<file path="src/rtl/alu_result_fifo.sv">
// First-word fall-through FIFO for ALU results {sel, carry, out} with sticky overflow.
// Define ALU_FIFO_STATS_EN to add the saturating carry_cnt output.
module alu_result_fifo #(
    parameter int DEPTH = 4
) (
    input  logic                     clk,
    input  logic                     rst,
    input  logic                     in_valid,
    output logic                     in_ready,
    input  logic [3:0]               in_out,
    input  logic                     in_carry,
    input  logic [2:0]               in_sel,
    output logic                     out_valid,
    input  logic                     out_ready,
    output logic [7:0]               out_data,
    output logic                     out_zero,
    output logic [$clog2(DEPTH):0]   count,
    output logic                     overflow
`ifdef ALU_FIFO_STATS_EN
    ,
    output logic [7:0]               carry_cnt
`endif
);

    localparam int AW = $clog2(DEPTH);
    localparam int CW = AW + 1;

    logic [7:0]    r_mem [DEPTH];
    logic [AW-1:0] r_wr_ptr;
    logic [AW-1:0] r_rd_ptr;
    logic [CW-1:0] r_count;
    logic          r_overflow;

    logic          w_full;
    logic          w_empty;
    logic          w_push;
    logic          w_pop;
    logic [7:0]    w_head;

    // Full blocks the push even when a pop happens in the same cycle.
    assign w_full  = (r_count == CW'(DEPTH));
    assign w_empty = (r_count == '0);
    assign w_push  = in_valid && !w_full;
    assign w_pop   = !w_empty && out_ready;
    assign w_head  = r_mem[r_rd_ptr];

    assign in_ready  = !w_full;
    assign out_valid = !w_empty;
    assign out_data  = w_head;
    assign out_zero  = !w_empty && (w_head[3:0] == 4'b0000);
    assign count     = r_count;
    assign overflow  = r_overflow;

    // Storage is not reset; stale entries are unreachable once pointers clear.
    always_ff @(posedge clk) begin
        if (w_push && !rst)
            r_mem[r_wr_ptr] <= {in_sel, in_carry, in_out};
    end

    always_ff @(posedge clk or posedge rst) begin
        if (rst) begin
            r_wr_ptr   <= '0;
            r_rd_ptr   <= '0;
            r_count    <= '0;
            r_overflow <= 1'b0;
        end else begin
            if (w_push)
                r_wr_ptr <= r_wr_ptr + 1'b1;
            if (w_pop)
                r_rd_ptr <= r_rd_ptr + 1'b1;
            case ({w_push, w_pop})
                2'b10:   r_count <= r_count + 1'b1;
                2'b01:   r_count <= r_count - 1'b1;
                default: r_count <= r_count;
            endcase
            if (in_valid && w_full)
                r_overflow <= 1'b1;
        end
    end

`ifdef ALU_FIFO_STATS_EN
    logic [7:0] r_carry_cnt;

    always_ff @(posedge clk or posedge rst) begin
        if (rst)
            r_carry_cnt <= '0;
        else if (w_push && in_carry && (r_carry_cnt != 8'hFF))
            r_carry_cnt <= r_carry_cnt + 1'b1;
    end

    assign carry_cnt = r_carry_cnt;
`endif

endmodule
</file>
<file path="config.mk">
export PLATFORM = sky130hd
export DESIGN_NAME = alu_result_fifo
export DESIGN_NICKNAME = d
export VERILOG_FILES = /design/src/rtl/alu_result_fifo.sv
export SDC_FILE = /design/constraint.sdc
export NUM_CORES = 1
export LEC_CHECK = 0
export ABC_AREA = 1
export BUFFER_PORTS_ARGS = -buffer_cell sky130_fd_sc_hd__buf_2
export CAP_MARGIN = 5
export CELL_PAD_IN_SITES_DETAIL_PLACEMENT = 1
export CELL_PAD_IN_SITES_GLOBAL_PLACEMENT = 2
export CORE_MARGIN = 5
export CORE_UTILIZATION = 30
export CTS_CLUSTER_DIAMETER = 200
export DETAILED_ROUTE_END_ITERATION = 6
export GPL_ROUTABILITY_DRIVEN = 0
export PLACE_DENSITY = 0.74
export SYNTH_ARGS = -nofsm -noshare
export SYNTH_HDL_FRONTEND = slang
export SYNTH_SLANG_ARGS = --single-unit
</file>
<file path="constraint.sdc">
create_clock -name clk -period 2.24 [get_ports clk]
set_clock_uncertainty 0.2 [all_clocks]
set_input_delay 0.224 -clock clk [delete_from_list [all_inputs] [get_ports clk]]
set_output_delay 0.224 -clock clk [all_outputs]
set_load 0.02 [all_outputs]
</file>
==> impl_metrics.tcl, run 1 <==
set metrics [dict create \
    min_path_cells 4 \
    dr.first_iter.drc_count 45 \
    die_w_um 85.9 \
    cts_made_buffers 5 \
    design_area_um2 2130 \
    setup_viol 0 \
    r2r-start "count[2]" \
    power.switching_uw 1090 \
    nNetsFinal 210 \
    fin_crit_sh 0.929 \
    yosys-top-cells-area "edfxtp_1 (56%), dfrtp_1 (12%), nand2_1 (5.6%)" \
    worstRegToRegCells 11 \
    nFillCells 622 \
    dieArea_um2 7380 \
    slew_headroom 0.723 \
    clkTransAtPathRegs_ns 0.07 \
    synth.most_common_cell "edfxtp_1" \
    synthDistinctLibCells 21 \
    seq_area_frac_synth 0.672 \
    fin_setup_tns_ns 0 \
    stdcell_count 265 \
    area.growth.synth_to_final_pct 23.2 \
    syn_nets 165 \
    internal_power_uw 1540 \
    hp-class "in2reg" \
    maxCapViolCount 0 \
    synthDominantCellAreaShare 0.556 \
    cts-root-buf "clkbuf_8" \
    ioPinCount 27 \
    utilization 0.384 \
    ys_ff_latch 40 \
    rows 27 \
    finalCriticalPeriod_ns 2.08 \
    rsz0062_at_grt "false" \
    rrSetupSlack_ns 0.16 \
    leakage_uw 0.000888 \
    crit_fanout 3 \
    placed_area_um2 1950 \
    grt_overflow 0 \
    ir_worst_vdd_v 0.000509 \
    reg2reg_to "count[2]" \
    min_from "out_ready" \
    async_flop_share 0.200 \
    power_frac_seq 0.396 \
    antenna_found_initial 0 \
    grt_pass1_wl_um 6270 \
    die_h_um 85.9 \
    synth_top_cells_by_count "edfxtp_1 (32), nand2_1 (26), nor2_1 (18)" \
    antenna_left 0 \
    power.total_uw 2620 \
    grt_max_degree 19 \
    antennaDiodeCount 0 \
    synth_top_area_cell "edfxtp_1" \
    syn_area_per_cell_um2 11.8 \
    cts_buffer_depth 2 \
    ys_warn_count 0 \
    routed_wl_um 3700 \
    wl_met3_um 108 \
    start_kind "flop" \
    syn_area_um2 1730 \
    synth-edff-count 32 \
    grt_pass1_vias 1330 \
    highest_layer "met4" \
    htreeDepth 2 \
    combPwrFrac 0.434 \
    drive_above_1_share 0.244 \
    synthFlopType "edfxtp_1" \
    port_buffers 26 \
    track_usage 0.110 \
    status "complete, no violations" \
    via_count 1195 \
    fmax_mhz 481 \
    dpl.hpwl_um 2620 \
    report.final.slew_viol_count 0 \
    hold_violations 0 \
    core_area_um2 5540 \
    drt-met1-wl_um 1570 \
    dr_wl_met2_um 2000 \
    min_to "r_rd_ptr[0]" \
    tritoncts "built" \
    wire_per_inst_um 14.0 \
    drc 0 \
    cp.arrival_ns 2.09 \
    syn_inst 147 \
    place_inst 247 \
    vias_per_cell 4.51 \
    clkPwrFrac 0.170 \
    crit_type "reg2reg" \
    cts_setup_buffers 0 \
    initial_core_util 0.312 \
    swShare 0.415 \
    pwr_density_cell_nw_per_um2 1230 \
    cts.sinks 40 \
    tightest_slew_ns 0.415 \
    dr.pass1.iters 4 \
    end_kind "flop" \
    clkLatencyLatePin_ns 0.28 \
    worst_ep_required_time_ns 2.25 \
]
-- cells in the final DEF (no fill, tap or decap) --
cell type      Yosys  final
nor2_2             1      1
nand2_1           26     26
nor2_1            18     18
inv_1             17     15
o22ai_1            4      4
clkinv_2           0      1
nand3_2            2      2
buf_2              0     26
nand3_1           10     10
ha_1               5      5
o21ai_0           10     10
buf_4              1      6
clkbuf_8           0      5
a21oi_1            1      1
dfrtp_1            8      8
fa_1               1      1
edfxtp_1          32     32
dlygate4sd3_1      0     10
xor2_1             2      2
inv_2              2      4
xnor2_1            1      1
nand2_2            2      2
clkbuf_1           0      2
o21bai_1           1      1
-- power groups by stage --
stage	Clock, uW	Sequential, uW	Combinational (uW)
final	446	1040	1140
after global routing	500	1050	1280
after CTS	467	1040	1170
after detailed placement	0	1050	1150
after global placement	0	1040	1110
after floorplan	0	1050	822
-- worst max-delay path, cell delays in order, from the launching register on --
cell	delay, ns
dfrtp_1	0.40
inv_1	0.09
nand3_2	0.11
nand2_1	0.10
inv_1	0.09
ha_1	0.14
inv_1	0.07
fa_1	0.39
nor2_1	0.15
nor2_1	0.06
nand2_1	0.07
xor2_1	0.13
-- flip-flops by register name (all words and copies together), names as in the netlist --
register / flops
r_rd_ptr: 2
r_wr_ptr: 2
r_mem: 32
count: 3
overflow: 1
-- cells by family (layout without fill, tap and decap cells) --
family / count (synthesis) / in the layout / share of synthesized area
simple gates: 59 / 59 / 0.147
flops: 40 / 40 / 0.672
buf+inv: 23 / 69 / 0.0673
compound gates: 16 / 16 / 0.0507
fa+ha+maj: 6 / 6 / 0.0478
xor+xnor: 3 / 3 / 0.0152
-- how the worst max path moves through the flow --
stage,startpoint,to,slack (ns),cells past startpoint
global placement,count[2],count[2],0.25,11
global route,count[2],count[2],0.03,11
detailed placement,count[0],count[2],0.10,10
floorplan,count[0],count[2],0.12,10
finish,count[2],count[2],0.16,11
CTS,count[0],count[2],0.1,10
-- stage by stage --
step	hold slack, ns	setup WS (ns)
after floorplan	-0.152	0.121
after global placement	0.0206	0.253
after detailed placement	0.0269	0.104
after CTS	0.106	0.0989
after global routing	0.139	0.0279
final	0.104	0.160
-- repair_timing --
item / in CTS / in global routing
setup endpoints to repair: 0 / 2
resized for setup: 0 / 2
hold buffers: 10 / 0
hold endpoints to repair: 41 / 0
-- metal layers --
layer / GRT usage / vias up
li1: - / 579
met1: 0.125 / 595
met2: 0.203 / 19
met5: 0 / -
met4: 0.0216 / 0
met3: 0.0298 / 2
-- final cells by class --
type	instances	area [um2]	share of cell area
Clock buffer	7	76.3	0.0358
Clock inverter	1	5.00	0.00235
Inverter	19	71.3	0.0335
Multi-Input combinational cell	84	450	0.212
Sequential cell	40	1160	0.545
Tap cell	72	90.1	0.0423
Timing Repair Buffer	42	275	0.129
Note: power is estimated with default switching activity, not from simulation.
==> run 2: changes to the inputs <==
--- a/config.mk
+++ b/config.mk
@@ -10,9 +10,9 @@
 export CAP_MARGIN = 5
 export CELL_PAD_IN_SITES_DETAIL_PLACEMENT = 1
 export CELL_PAD_IN_SITES_GLOBAL_PLACEMENT = 2
+export CORE_ASPECT_RATIO = 1.4
 export CORE_MARGIN = 5
 export CORE_UTILIZATION = 30
-export CTS_CLUSTER_DIAMETER = 200
 export DETAILED_ROUTE_END_ITERATION = 6
 export GPL_ROUTABILITY_DRIVEN = 0
 export PLACE_DENSITY = 0.74
==> run 2 against run 1 <==
Net effect:
- clock power up 24%
- core utilization up 0.46 points
- via count up 0.75%
- critical path type unchanged
- critical endpoint unchanged
- largest power group unchanged
==> impl_metrics.tcl, run 2 (synthesized netlist as in run 1, its figures left out) <==
set metrics [dict create \
    status "complete, no violations" \
    via_count 1204 \
    grt_pass1_wl_um 6400 \
    cts.sinks 40 \
    start_kind "flop" \
    track_usage 0.114 \
    clkTransAtPathRegs_ns 0.07 \
    cts_buffer_depth 2 \
    htreeDepth 2 \
    die_w_um 74.1 \
    pwr_density_cell_nw_per_um2 1270 \
    finalCriticalPeriod_ns 2.09 \
    crit_chain "inv_1 > nand3_2 > nand2_2 > ha_1 > inv_1 > fa_1 > nor2_1 > nor2_1 > nand2_1 > xor2_1" \
    hold_violations 0 \
    max_stage_delay_ns 0.40 \
    dieArea_um2 7400 \
    final_common_cell "edfxtp_1" \
    grt_max_degree 19 \
    grt_overflow 0 \
    fin_setup_tns_ns 0 \
    drive_above_1_share 0.262 \
    drc 0 \
    end_kind "flop" \
    fin_crit_sh 0.932 \
    rows 32 \
    grt_busiest_layer "met2" \
    rsz0062_at_grt "false" \
    tightest_slew_ns 0.398 \
    largest_reg_flops 32 \
    report.final.slew_viol_count 0 \
    vias_per_cell 4.58 \
    met3_usage 0.0220 \
    routed_wl_um 3850 \
    nNetsFinal 212 \
    area.growth.synth_to_final_pct 25.3 \
    port_buffers 26 \
    dpl.hpwl_um 2890 \
    grt_util_met1 0.119 \
    regMostFlops "r_mem" \
    crit_slowest_cell "dfrtp_1" \
    nFillCells 630 \
    min_from "in_valid" \
    whs_ns 0.0305 \
    stdcell_count 263 \
    startpoint "count[1]" \
    crit_fanout 4 \
    die_h_um 99.8 \
    cts_made_buffers 5 \
    dr.pass1.iters 4 \
    ioPinCount 27 \
    clkLatencyLatePin_ns 0.28 \
    antenna_found_initial 0 \
    power.total_uw 2750 \
    worst_ep_required_time_ns 2.25 \
    grt_pass1_vias 1334 \
    initial_core_util 0.310 \
    hp-class "in2reg" \
    slew_headroom 0.735 \
    cts_setup_buffers 0 \
    maxCapViolCount 0 \
    place_inst 246 \
    fmax_mhz 479 \
    dr.first_iter.drc_count 20 \
    ir_worst_vdd_v 0.000541 \
    wire_per_inst_um 14.6 \
    r2r-start "count[1]" \
    crit_type "reg2reg" \
    antenna_left 0 \
    antennaDiodeCount 0 \
    setup_viol 0 \
    grtUsageMet2 0.221 \
    layout_common_cells "edfxtp_1 (32), nand2_1 (26), buf_2 (26)" \
    cts-root-buf "clkbuf_8" \
    tritoncts "built" \
    core_area_um2 5570 \
    leakage_uw 0.000913 \
    rrSetupSlack_ns 0.15 \
    cp.arrival_ns 2.09 \
]
[run 2: cell types whose count changed in the layout (fill, tap and decap cells not counted)]
cell / change
dfrtp_2: +1
dlygate4sd3_1: -1
dfrtp_1: -1
inv_1: +1
clkbuf_1: -1
bufinv_16: +1
inv_2: -1
buf_4: +3
[run 2: critical path, delay by kind of cell, from the launching register on]
family / cells / cell delay (ns)
fa+ha+maj: 2 / 0.54
simple gates: 5 / 0.52
flops: 1 / 0.40
buf+inv: 2 / 0.22
xor+xnor: 1 / 0.14
[run 2: cell type report]
cell class	count	area (um2)	share of cell area
clock buffers	6	72.6	0.0335
clock inverters	2	35.0	0.0162
inverters	19	71.3	0.0329
multi-input cells	84	450	0.208
flip-flops and latches	40	1160	0.537
well taps	68	85.1	0.0393
repair buffers	44	288	0.133
[run 2: final timing paths]
path                       cells after the start          end
max                                           10     count[2]
min                                            3     overflow
max reg2reg                                   10     count[2]
min reg2reg                                    1     overflow
max in group asynchronous                      4  r_rd_ptr[0]
min in group asynchronous                      4  r_wr_ptr[0]
[run 2: where the power goes]
group	switching, uW	internal (uW)
combinational	755	382
sequential	117	942
clock	223	330
[run 2: per-layer routing]
layer,wire length [um],vias up,part of all wire
li1,-,584,-
met2,2240,23,0.58
met5,0,-,0
met4,20,0,0.0052
met3,136,2,0.035
met1,1450,595,0.38
[run 2: what timing repair did]
action	CTS	global route
gates resized for setup	0	2
setup endpoints to repair	0	3
hold endpoints to repair	40	0
hold buffers	9	0
[run 2: stage by stage]
step           worst slack [ns]  utilization  instance area (um2)
4_1_cts                  0.0716        0.389                 2160
5_1_grt                 0.00814        0.389                 2160
3_3_place_gp              0.255        0.353                 1970
3_5_place_dp              0.152        0.353                 1970
2_1_floorplan             0.121            -                 1730
6_report                  0.151        0.389                 2160
